### src/rtl/scaler_job_ctrl.sv
// scaler_job_ctrl: sequences one scaling job (clear frame RAM, run engine, report done/err)
// and owns the frame-RAM write port, muxing the clear writer and the engine write port.
module scaler_job_ctrl #(
    parameter int unsigned ADDR_W    = 19,
    parameter int unsigned RAM_DEPTH = 76800,
    parameter logic [7:0]  CLEAR_VAL = 8'h00,
    parameter int unsigned TIMEOUT   = 1048576
) (
    input  logic              clk,
    input  logic              reset,
    input  logic              start,
    input  logic              abort,
    input  logic [1:0]        mode,
    output logic [1:0]        eng_sel,
    output logic              eng_run,
    input  logic [ADDR_W-1:0] eng_wraddr,
    input  logic [7:0]        eng_wrdata,
    input  logic              eng_wren,
    input  logic              eng_done,
    output logic [ADDR_W-1:0] ram_wraddr,
    output logic [7:0]        ram_data,
    output logic              ram_wren,
    output logic              busy,
    output logic              done,
    output logic              err
);

    localparam int unsigned       CNT_W      = (TIMEOUT > 1) ? $clog2(TIMEOUT) : 1;
    localparam logic [ADDR_W-1:0] CLEAR_LAST = ADDR_W'(RAM_DEPTH - 1);
    localparam logic [CNT_W-1:0]  RUN_LAST   = CNT_W'(TIMEOUT - 1);

    typedef enum logic [1:0] {
        IDLE  = 2'd0,
        CLEAR = 2'd1,
        RUN   = 2'd2,
        DONE  = 2'd3
    } state_e;

    state_e            state_q;
    logic [1:0]        eng_sel_q;
    logic [ADDR_W-1:0] clear_addr_q;
    logic [CNT_W-1:0]  run_cnt_q;
    logic              err_q;

    // Job sequencer: state, latched mode, clear address, run-cycle counter and sticky timeout flag.
    always_ff @(posedge clk) begin
        if (!reset) begin
            state_q      <= IDLE;
            eng_sel_q    <= 2'b00;
            clear_addr_q <= '0;
            run_cnt_q    <= '0;
            err_q        <= 1'b0;
        end else if (abort) begin
            // abort wins over start and eng_done; err is deliberately kept
            state_q <= IDLE;
        end else begin
            unique case (state_q)
                IDLE, DONE: begin
                    if (start) begin
                        eng_sel_q    <= mode;
                        err_q        <= 1'b0;
                        clear_addr_q <= '0;
                        state_q      <= CLEAR;
                    end
                end
                CLEAR: begin
                    if (clear_addr_q == CLEAR_LAST) begin
                        run_cnt_q <= '0;
                        state_q   <= RUN;
                    end else begin
                        clear_addr_q <= clear_addr_q + ADDR_W'(1);
                    end
                end
                RUN: begin
                    run_cnt_q <= run_cnt_q + CNT_W'(1);
                    // first RUN cycle is the engine's reset release, so eng_done is not trusted there
                    if ((run_cnt_q != '0) && eng_done) begin
                        state_q <= DONE;
                    end else if (run_cnt_q == RUN_LAST) begin
                        err_q   <= 1'b1;
                        state_q <= DONE;
                    end
                end
                default: state_q <= IDLE;
            endcase
        end
    end

    // Output decode of the registered state, including the frame-RAM write-port mux.
    always_comb begin
        eng_run    = 1'b0;
        busy       = 1'b0;
        done       = 1'b0;
        ram_wren   = 1'b0;
        ram_wraddr = '0;
        ram_data   = 8'h00;
        unique case (state_q)
            CLEAR: begin
                busy       = 1'b1;
                ram_wren   = 1'b1;
                ram_wraddr = clear_addr_q;
                ram_data   = CLEAR_VAL;
            end
            RUN: begin
                busy       = 1'b1;
                eng_run    = 1'b1;
                ram_wren   = eng_wren;
                ram_wraddr = eng_wraddr;
                ram_data   = eng_wrdata;
            end
            DONE: begin
                done = 1'b1;
            end
            default: begin
                busy = 1'b0;
            end
        endcase
    end

    assign eng_sel = eng_sel_q;
    assign err     = err_q;

endmodule

### config.mk
export PLATFORM = sky130hd
export DESIGN_NAME = scaler_job_ctrl
export DESIGN_NICKNAME = d
export VERILOG_FILES = /design/src/rtl/scaler_job_ctrl.sv
export SDC_FILE = /design/constraint.sdc
export NUM_CORES = 1
export LEC_CHECK = 0
export ABC_AREA = 1
export BUFFER_PORTS_ARGS = -buffer_cell sky130_fd_sc_hd__buf_2
export CAP_MARGIN = 10
export CORE_UTILIZATION = 35
export CTS_CLUSTER_DIAMETER = 150
export DETAILED_ROUTE_END_ITERATION = 6
export GPL_ROUTABILITY_DRIVEN = 0
export PLACE_DENSITY = 0.62
export SLEW_MARGIN = 25
export SYNTH_ARGS = -nofsm -noshare
export SYNTH_HDL_FRONTEND = slang
export SYNTH_SLANG_ARGS = --single-unit
### constraint.sdc
create_clock -name clk -period 2.7 [get_ports clk]
set_input_delay 0.405 -clock clk [delete_from_list [all_inputs] [get_ports clk]]
set_output_delay 0.405 -clock clk [all_outputs]
set_load 0.03 [all_outputs]
== Word level (Yosys, flattened, before mapping) ==
Index checks and enable logic that the tools add are counted.
Word-level totals
  bits of input ports: 35
  logic and storage cells: 54
  output and inout port bits: 34
  register bits after elaboration: 44
Cells by class
  add/sub/neg operators: 2
  muxes and demuxes: 20
  bitwise operators: 2
  equality and inequality tests: 11
  reductions and logical operators: 14
Operator list (count)
  19-bit case mux with 2 select lines: 2
  20-bit case mux with 2 select lines: 1
  19-bit two-way mux: 2
  20-bit by 1-bit adder with 20-bit output (second input constant): 1
  20-bit equality test (second input constant): 1
  20-bit two-way mux: 1
  20-bit nonzero test: 1
  19-bit by 1-bit adder with 19-bit output (second input constant): 1
  19-bit by 17-bit equality test with 1-bit output (second input constant): 1
  2-bit != test (second input constant): 5
  3-bit AND reduction: 3
  2-bit two-way mux: 4
  8-bit two-way mux: 1
  1-bit two-way mux: 6
  2-bit case mux with 3 select lines: 1
  2-bit nonzero test: 3
  2-bit OR reduction: 3
  5-bit AND reduction: 1
  2-bit equality test (second input constant): 2
  1-bit case mux with 2 select lines: 2
  4-bit AND reduction: 1
  3-bit != test (second input constant): 1
  2-bit by 1-bit equality test with 1-bit output (second input constant): 1
  2-bit logical NOT: 1
  other kinds (2): 3

== Depth between registers and ports, before layout ==
Gate-level depths: netlist (run 1).
  depth in word-level cells: 4
  mapped depth: 12

== Worst setup path before layout (run 1) ==
No wires, ideal clock.
  path kind: reg2out
  start: reg state_q[0]
  end: out ram_wraddr[0]
  stages on the path, launching flop included: 7
  data arrival time: 1.794 ns
  required time: 2.295 ns
  path slack: 0.501 ns
  cells stage by stage: dfxtp_1 > inv_1 > ha_1 > clkbuf_1 > clkbuf_1 > nand2_1 > a21oi_1
On the way
  word-level cells in the longest chain between the ends: 2
  elaborated cells on any way between the ends: 3
  classes of those cells: eq/ne: 2; mux: 1
RTL lines
  start, declared: line 39  | state_e state_q;
  start signal, assigned: line 48  | state_q <= IDLE;
  start signal, assigned: line 55  | state_q <= IDLE;
  start signal, assigned: line 63  | state_q <= CLEAR;
  2-bit equality test or 2-bit by 1-bit equality test with 1-bit output (tied branches): line 97  | unique case (state_q)
  19-bit case mux with 2 select lines (*): line 97
  end, declared: line 20  | output logic [ADDR_W-1:0] ram_wraddr,
Mark *: on every way between the ends. The rest lies on a longest branch, timed or not.

== Worst setup path after layout (run 1) ==
  start: reg state_q[1]
  end: out ram_wraddr[14]
The elaborated chain is that of the path after synthesis.

==> impl_metrics.json, run 1 <==
{
  "r2r_setup_slack_ps": 360,
  "placed_cell_area_sq_um": 3770,
  "firstDrtPassIters": 4,
  "max_slew_margin": 0.615,
  "drt_iter0_drc": 179,
  "ir_drop_uv": 198,
  "endpoint_kind": "primary output",
  "dp.cells": 748,
  "routed_wl_um": 9040,
  "core-area_sq_um": 9280,
  "startpoint_type": "flop",
  "fmax_mhz": 425,
  "wire_per_inst_um": 12.0,
  "synth_seq_cells": 44,
  "crit_slowest_cell": "ha_1",
  "grt_overflow_total": 0,
  "die_x_um": 100,
  "period_share": 0.872,
  "setup-violations-final": 0,
  "n_fill_cell": 994,
  "whs_path_depth": 3,
  "remaining_drc_errors": 0,
  "hold_viol_final": 0,
  "synth.avg_cell_area_sq_um": 5.92,
  "p_seq_frac": 0.473,
  "combPwrFrac": 0.203,
  "ctsHoldBuffers": 0,
  "layout_common_cells": "nand2_1 (182), nor2_1 (109), buf_2 (68), a21oi_1 (52)",
  "synth_nets": 611,
  "grt_pass1_vias": 3390,
  "cts.sinks": 44,
  "utilization": 0.417,
  "outcome": "finished, final reports clean",
  "dp_slack_ps": 163,
  "vias": 3684,
  "hp-class": "in -> reg",
  "numPortBuffers": 68,
  "slew_viol_final": 0,
  "power.internal_mw": 0.953,
  "cts_tree": "done",
  "p_per_area_nw_per_um2": 367,
  "post-route-min-period_ps": 2350,
  "antenna_found_initial": 0,
  "grt_max_degree": 35,
  "reg2reg_depth": 11,
  "cp_data_arrival_time_ps": 1950,
  "cts_resized": 0,
  "post-route-worst-setup-slack_ps": 346,
  "ys_warn_count": 0,
  "dp_hpwl_um": 6600,
  "layout_commonest_cell": "nand2_1",
  "start_util": 0.363,
  "diodes": 0,
  "grt_pass1_wl_um": 15300,
  "stdcell_count": 756,
  "io_pins": 69,
  "die_h_um": 100,
  "netlist_area_sq_um": 3370,
  "die_area_sq_um": 10000,
  "tightest_slew_ps": 577,
  "cp_max_fo": 16,
  "swShare": 0.329,
  "nets": 668,
  "clkLatencyLatePin_ps": 310,
  "setup_tns_ps": 0,
  "antenna_left": 0,
  "clock-root-buffer": "clkbuf_8",
  "synth-seq-area-share": 0.261,
  "path_cells": "inv_1 > ha_1 > buf_4 > nand2_1 > a21oi_1 > buf_2",
  "grt_util_all_layers": 0.186,
  "clock_power_share": 0.323,
  "syn_to_final_growth_pct": 14.8,
  "skew_ps": 11.5,
  "leakage_nw": 1.49,
  "htree_levels": 2,
  "switchingPower_mw": 0.466,
  "drv_cap": 0,
  "cpPeakStageDelay_ps": 420,
  "cp.required_ps": 2300,
  "ctsLongestPathBuffers": 2,
  "drive_above_1_share": 0.163,
  "cts_buffers": 5,
  "p_total_mw": 1.42,
  "synthCells": 569,
  "rsz0062_at_grt": "no",
  "cts_setup_buffers": 0,
  "crit_type": "reg -> out",
  "post-route-cell-area_sq_um": 3870,
  "drt-vias-per-instance": 4.87,
  "holdWs_ps": 339,
  "ys_types": 29,
  "fp-row-count": 35,
  "clkTransAtPathRegs_ps": 90
}
## final cells by class
cell class	count	area, sq um	area share
Clock inverter	1	7.51	0.00194
Tap cell	129	161	0.0417
Clock buffer	7	86.3	0.0223
Timing Repair Buffer	74	398	0.103
Multi-Input combinational cell	454	2160	0.558
Sequential cell	44	881	0.228
Inverter	47	176	0.0456
## per-layer routing
| metal | vias to the layer above | track usage | routed length [um] |
|---|---|---|---|
| met5 | - | 0 | 0 |
| met4 | 0 | 0.0479 | 76 |
| met3 | 7 | 0.0251 | 428 |
| met2 | 101 | 0.315 | 4030 |
| met1 | 1677 | 0.249 | 4500 |
| li1 | 1899 | - | - |
## synth_stat cells, drive strengths merged
library cell / count / area, sq um
a21boi: 1 / 18.8
a21oi: 56 / 295
and2: 1 / 6.26
buf: 7 / 56.3
clkbuf: 17 / 104
clkinv: 1 / 3.75
dfxtp: 44 / 881
ha: 7 / 87.6
inv: 46 / 173
nand2: 187 / 714
nand3: 42 / 248
nand3b: 1 / 7.51
nand4: 9 / 56.3
nor2: 113 / 434
nor3: 4 / 31.3
nor3b: 2 / 15.0
o21ai: 8 / 40.0
o21bai: 2 / 15.0
xnor2: 5 / 43.8
xor2: 16 / 140
## state kept, by name (all words and copies together), names as in the netlist
register and count:
run_cnt_q 20, clear_addr_q 19, eng_sel 2, state_q 2, err 1
## path summary, 6_finish.rpt
kind,endpoint,start
setup / recovery,ram_wraddr[14],state_q[1]
hold / removal,eng_sel[0],mode[0]
setup reg to reg,clear_addr_q[1],state_q[0]
hold reg to reg,err,err
## worst max-delay path: cells and delay by family (launching register included)
kind                       cells  cell delay [ps]
DFF                            1              340
adders and majority gates      1              420
AOI/OAI and AO/OA              1              150
buffers and inverters          3              620
and+or+nand+nor                1              100
## power groups by stage
| stage | clock [mW] | combinational, mW | sequential [mW] |
|---|---|---|---|
| 2_1_floorplan | 0 | 0.197 | 0.692 |
| 6_report | 0.459 | 0.289 | 0.671 |
| 5_1_grt | 0.496 | 0.321 | 0.674 |
| 3_3_place_gp | 0 | 0.283 | 0.686 |
| 3_5_place_dp | 0 | 0.287 | 0.686 |
| 4_1_cts | 0.475 | 0.287 | 0.671 |
## logic make-up after synthesis
kind of cell	count (synthesis)	synth area share
AOI/OAI and AO/OA	67	0.110
xor gates and xnor gates	21	0.0546
adders and majority gates	7	0.0260
buffers and inverters	71	0.0999
DFF	44	0.261
and+or+nand+nor	359	0.449
No activity file was read; power rests on OpenSTA's default activity.
==> run 2, diff against run 1 <==
--- a/config.mk
+++ b/config.mk
@@ -5,14 +5,13 @@
 export SDC_FILE = /design/constraint.sdc
 export NUM_CORES = 1
 export LEC_CHECK = 0
-export ABC_AREA = 1
-export BUFFER_PORTS_ARGS = -buffer_cell sky130_fd_sc_hd__buf_2
 export CAP_MARGIN = 10
 export CORE_UTILIZATION = 35
 export CTS_CLUSTER_DIAMETER = 150
 export DETAILED_ROUTE_END_ITERATION = 6
+export DONT_BUFFER_PORTS = 1
 export GPL_ROUTABILITY_DRIVEN = 0
-export PLACE_DENSITY = 0.62
+export PLACE_DENSITY = 0.56
 export SLEW_MARGIN = 25
 export SYNTH_ARGS = -nofsm -noshare
 export SYNTH_HDL_FRONTEND = slang
==> run 2 against run 1 <==
Against the previous run: hold slack got worse by 100 ps; fmax up 3.6%; design area decreased by 16%; sequential share of layout area grew 4.4 points; flip-flop and latch count unchanged; synthesized cell count is 37% lower; cell count fell by 38%.
==> impl_metrics.json, run 2 <==
{
  "wire_per_inst_um": 16.2,
  "netlist_area_sq_um": 2930,
  "synth_nets": 400,
  "tightest_slew_ps": 719,
  "largest_reg_flops": 20,
  "ys_top_cells_by_area": "dfxtp_1 (30%), a22oi_1 (4.9%), nor2_1 (4.9%)",
  "die_area_sq_um": 8750,
  "grt_pass1_vias": 2596,
  "synth_seq_cells": 44,
  "synthCells": 358,
  "crit_buf_inv": 3,
  "critPathMostFrequentCell": "buf_4",
  "start_util": 0.359,
  "utilization": 0.397,
  "drt_iter0_drc": 102,
  "top_regs": "run_cnt_q (20), clear_addr_q (19)",
  "ctsHoldBuffers": 0,
  "met1_usage": 0.223,
  "rsz0062_at_grt": "no",
  "holdWs_ps": 236,
  "placed_cell_area_sq_um": 3150,
  "yosysMostFrequentCell": "dfxtp_1",
  "grt_overflow_total": 0,
  "p_per_area_nw_per_um2": 400,
  "cpPeakStageDelay_ps": 400,
  "yosys-top-cells-count": "dfxtp_1 (44), nor2_1 (38), a21oi_1 (20), nand2_1 (20), a22oi_1 (19)",
  "r2r_start": "state_q[0]",
  "synth_top_area_cell": "dfxtp_1",
  "fp-row-count": 33,
  "reg2reg_depth": 7,
  "crit_slowest_cell": "ha_1",
  "die_h_um": 93.5,
  "nets": 408,
  "syn_to_final_growth_pct": 10.8,
  "cts_setup_buffers": 0,
  "cts_resized": 0,
  "crit_type": "reg -> out",
  "layout_common_cells": "dfxtp_1 (44), nor2_1 (38), buf_4 (27), a21oi_1 (20), nand2_1 (20)",
  "firstDrtPassIters": 4,
  "clkLatencyLatePin_ps": 300,
  "min-delay-start": "reset",
  "setup_tns_ps": 0,
  "grt_max_degree": 31,
  "setup-violations-final": 0,
  "timing.rr.end": "clear_addr_q[7]",
  "ctsLongestPathBuffers": 2,
  "cp.required_ps": 2300,
  "grt_pass1_wl_um": 12800,
  "io_pins": 69,
  "antenna_left": 0,
  "diodes": 0,
  "startpoint_type": "flop",
  "endpoint_kind": "primary output",
  "htree_levels": 2,
  "hold_viol_final": 0,
  "core-area_sq_um": 8180,
  "outcome": "finished, final reports clean",
  "antenna_found_initial": 0,
  "leakage_nw": 1.11,
  "dp_hpwl_um": 5570,
  "slew_viol_final": 0,
  "largest-register": "run_cnt_q",
  "ys_warn_count": 0,
  "gr-usage-met3": 0.0398,
  "whs_path_depth": 1,
  "grt_util_met2": 0.335,
  "routed_wl_um": 7650,
  "skew_ps": 10.7,
  "crit_start": "state_q[0]",
  "cts.sinks": 44,
  "layout_commonest_cell": "dfxtp_1",
  "hp-class": "in -> reg",
  "remaining_drc_errors": 0,
  "drv_cap": 0,
  "whs_endpoint": "clear_addr_q[0]",
  "synth_flop_cell": "dfxtp_1",
  "fmax_mhz": 440,
  "cp_max_fo": 28,
  "grt_util_all_layers": 0.184,
  "grt-busiest-layer": "met2",
  "drive_above_1_share": 0.142,
  "cp_data_arrival_time_ps": 1870,
  "numPortBuffers": 0,
  "cts_tree": "done",
  "path_cells": "inv_1 > ha_1 > buf_4 > a22oi_1 > nor2_1 > buf_4",
  "critPathTopFamily": "buffers and inverters",
  "clkTransAtPathRegs_ps": 90,
  "synth_enable_flop_cells": 0,
  "synth-seq-area-share": 0.300,
  "cts_buffers": 5,
  "ys_types": 60,
  "ir_drop_uv": 183,
  "clock-root-buffer": "clkbuf_8",
  "drt-vias-per-instance": 5.87,
  "vias": 2766,
  "max_slew_margin": 0.521,
  "post-route-min-period_ps": 2270,
  "async_reset_ff_frac": 0,
  "period_share": 0.842,
  "synth.top_cell.area_share": 0.300,
  "die_x_um": 93.5,
  "post-route-cell-area_sq_um": 3250,
  "synth.avg_cell_area_sq_um": 8.19,
  "r2r_setup_slack_ps": 430
}
run 2: layer usage:
layer	up-vias	part of all wire
li1	1377	-
met1	1313	0.44
met2	74	0.51
met3	2	0.048
met4	0	0.0029
met5	-	0
run 2: power breakdown:
part | internal, mW | switching (mW)
clock network | 0.228 | 0.226
logic | 0.0512 | 0.131
registers | 0.654 | 0.00820
total | 0.933 | 0.366
run 2: final cells by class:
type	count	area [sq um]
Multi-Input combinational cell	274	1890
Timing Repair Buffer	27	203
Sequential cell	44	881
Clock buffer	7	96.3
Tap cell	105	131
Inverter	14	52.6
Fill cell	861	4930
run 2: kinds of logic (layout without fill, tap and decap cells):
group                      after synthesis  count (layout)  synth area share
and+or+nand+nor                        141             141             0.265
AOI/OAI and AO/OA                      112             112             0.302
DFF                                     44              44             0.300
buffers and inverters                   40              48            0.0580
muxes                                    8               8            0.0273
adders and majority gates                7               7            0.0299
xor gates and xnor gates                 6               6            0.0179
run 2: through the flow:
step / setup WS (ps) / instances / power [mW]
floorplan: 429 / 358 / 0.818
global placement: 505 / 464 / 0.857
detailed placement: 444 / 464 / 0.860
CTS: 403 / 471 / 1.31
global route: 262 / 471 / 1.37
finish: 427 / 471 / 1.30
run 2: worst reg2reg max path, stage by stage, from the launching register on:
cell	delay, ps
dfxtp_1	400
inv_1	80
ha_1	350
nand2b_1	220
a2111oi_4	450
o31ai_2	190
or3_1	370
a21oi_1	140
run 2: worst max path at each step:
stage                                  end  slack, ps  cells after the start
after global placement       run_cnt_q[18]        500                      6
final                        ram_wraddr[0]        430                      6
after CTS                  clear_addr_q[7]        400                      7
after global routing      clear_addr_q[16]        260                      7
after floorplan              ram_wraddr[0]        430                      6
after detailed placement   clear_addr_q[7]        440                      7
==> run 3, diff against run 2 <==
==> constraint.sdc (replaced) <==
create_clock -name clk -period 2.25 [get_ports clk]
set_input_delay 0.3375 -clock clk [delete_from_list [all_inputs] [get_ports clk]]
set_output_delay 0.3375 -clock clk [all_outputs]
set_load 0.03 [all_outputs]
==> run 3 against run 2 <==
Against the previous run: utilization up 2.6 points; design area up 6.5%; total power rose by 32%; register-to-register slack got worse by 310 ps; clock skew is 4.4 ps higher; cell count increased by 4.0%; first-iteration DRC count is 14% lower; hold slack got worse by 81 ps; highest routed layer unchanged; clock power grew 47%; critical endpoint is now state_q[0]; wire length is 3.6% higher; flip-flop and latch count stayed put; largest power group unchanged.
==> impl_metrics.json, run 3 (synthesized netlist as in run 2, its figures left out) <==
{
  "antenna_found_initial": 0,
  "grt_overflow_total": 0,
  "skew_ps": 15.1,
  "die_area_sq_um": 8750,
  "power.internal_mw": 1.23,
  "htree_levels": 2,
  "utilization": 0.423,
  "outcome": "finished, final reports clean",
  "slew_viol_final": 0,
  "post-route-cell-area_sq_um": 3460,
  "fmax_mhz": 468,
  "layout_commonest_cell": "dfxtp_1",
  "p_seq_frac": 0.461,
  "combPwrFrac": 0.148,
  "ir_drop_uv": 313,
  "largest_reg_flops": 20,
  "wire_per_inst_um": 16.2,
  "cts.sinks": 44,
  "post-route-min-period_ps": 2130,
  "crit_type": "reg -> reg",
  "cp.required_ps": 2460,
  "clock_power_share": 0.390,
  "tightest_slew_ps": 624,
  "diodes": 0,
  "top_regs": "run_cnt_q (20), clear_addr_q (19)",
  "core-area_sq_um": 8180,
  "fp-row-count": 33,
  "drt-vias-per-instance": 5.67,
  "dp_slack_ps": 147,
  "cts_setup_buffers": 0,
  "syn_to_final_growth_pct": 18.1,
  "dp.cells": 482,
  "drive_above_1_share": 0.190,
  "stdcell_count": 490,
  "ctsLongestPathBuffers": 2,
  "setup_tns_ps": 0,
  "antenna_left": 0,
  "p_per_area_nw_per_um2": 497,
  "leakage_nw": 1.21,
  "clkLatencyLatePin_ps": 310,
  "grt_util_all_layers": 0.180,
  "grt_max_degree": 30,
  "vias": 2779,
  "post-route-worst-setup-slack_ps": 115,
  "p_total_mw": 1.72,
  "cts_buffers": 5,
  "drt_iter0_drc": 88,
  "drv_cap": 0,
  "numPortBuffers": 0,
  "period_share": 0.949,
  "start_util": 0.359,
  "holdWs_ps": 155,
  "clkTransAtPathRegs_ps": 100,
  "grt_pass1_vias": 2513,
  "layout_common_cells": "dfxtp_1 (44), buf_4 (43), nor2_1 (38), a21oi_1 (20)",
  "largest-register": "run_cnt_q",
  "die_x_um": 93.5,
  "die_h_um": 93.5,
  "routed_wl_um": 7920,
  "grt_pass1_wl_um": 12600,
  "endpoint_kind": "flop",
  "cp_max_fo": 13,
  "setup-violations-final": 0,
  "hp-class": "in -> reg",
  "remaining_drc_errors": 0,
  "hold_viol_final": 0,
  "startpoint_type": "flop",
  "io_pins": 69,
  "swShare": 0.282,
  "nets": 426,
  "dp_hpwl_um": 5660,
  "cp_data_arrival_time_ps": 2350,
  "clock-root-buffer": "clkbuf_8",
  "switchingPower_mw": 0.485,
  "cts_tree": "done",
  "placed_cell_area_sq_um": 3300,
  "max_slew_margin": 0.583,
  "firstDrtPassIters": 4
}
==> run 3: worst paths after layout <==
check | start | end | slack [ps] | cells past startpoint
worst max register to register | clear_addr_q[0] | state_q[0] | 120 | 8
worst min register to register | run_cnt_q[1] | run_cnt_q[1] | 500 | 2
worst min-delay path | mode[1] | eng_sel[1] | 160 | 2
worst max-delay path | clear_addr_q[0] | state_q[0] | 120 | 8
==> run 3: repair_timing <==
| item | 4_1_cts | 5_1_grt |
|---|---|---|
| hold buffers | 0 | 0 |
| gates resized for setup | 0 | 5 |
| endpoints found under the hold margin | 0 | 0 |
| setup endpoints to repair | 0 | 13 |
==> run 3: routing by layer <==
layer | share of wire | routed length, um | vias up | global-route usage
met2 | 0.49 | 3920 | 52 | 0.316
met1 | 0.46 | 3640 | 1312 | 0.224
met5 | 0 | 0 | - | 0
met3 | 0.039 | 311 | 6 | 0.0382
met4 | 0.0064 | 51 | 0 | 0.0423
li1 | - | - | 1409 | -
==> run 3: worst max-delay path, cell delays in order, from the launching register on <==
cell      delay [ps]
dfxtp_1          410
ha_1             250
nand3_2          130
nor3_4           260
buf_4            190
a21oi_4          110
buf_12           180
a211o_1          240
a211oi_1         280
==> run 3: power groups by stage <==
stage / sequential (mW) / combinational, mW / clock, mW
after CTS: 0.793 / 0.247 / 0.677
after global routing: 0.795 / 0.277 / 0.713
after detailed placement: 0.811 / 0.246 / 0
final: 0.794 / 0.255 / 0.671
after floorplan: 0.810 / 0.171 / 0
after global placement: 0.811 / 0.242 / 0
==> run 3: area by class of cell <==
type | count | area, sq um
sequential | 44 | 881
clock buffer | 6 | 82.6
timing repair buffer | 45 | 354
multi-input combinational | 274 | 1920
inverter | 14 | 52.6
clock inverter | 2 | 38.8
fill | 850 | 4710
tap | 105 | 131
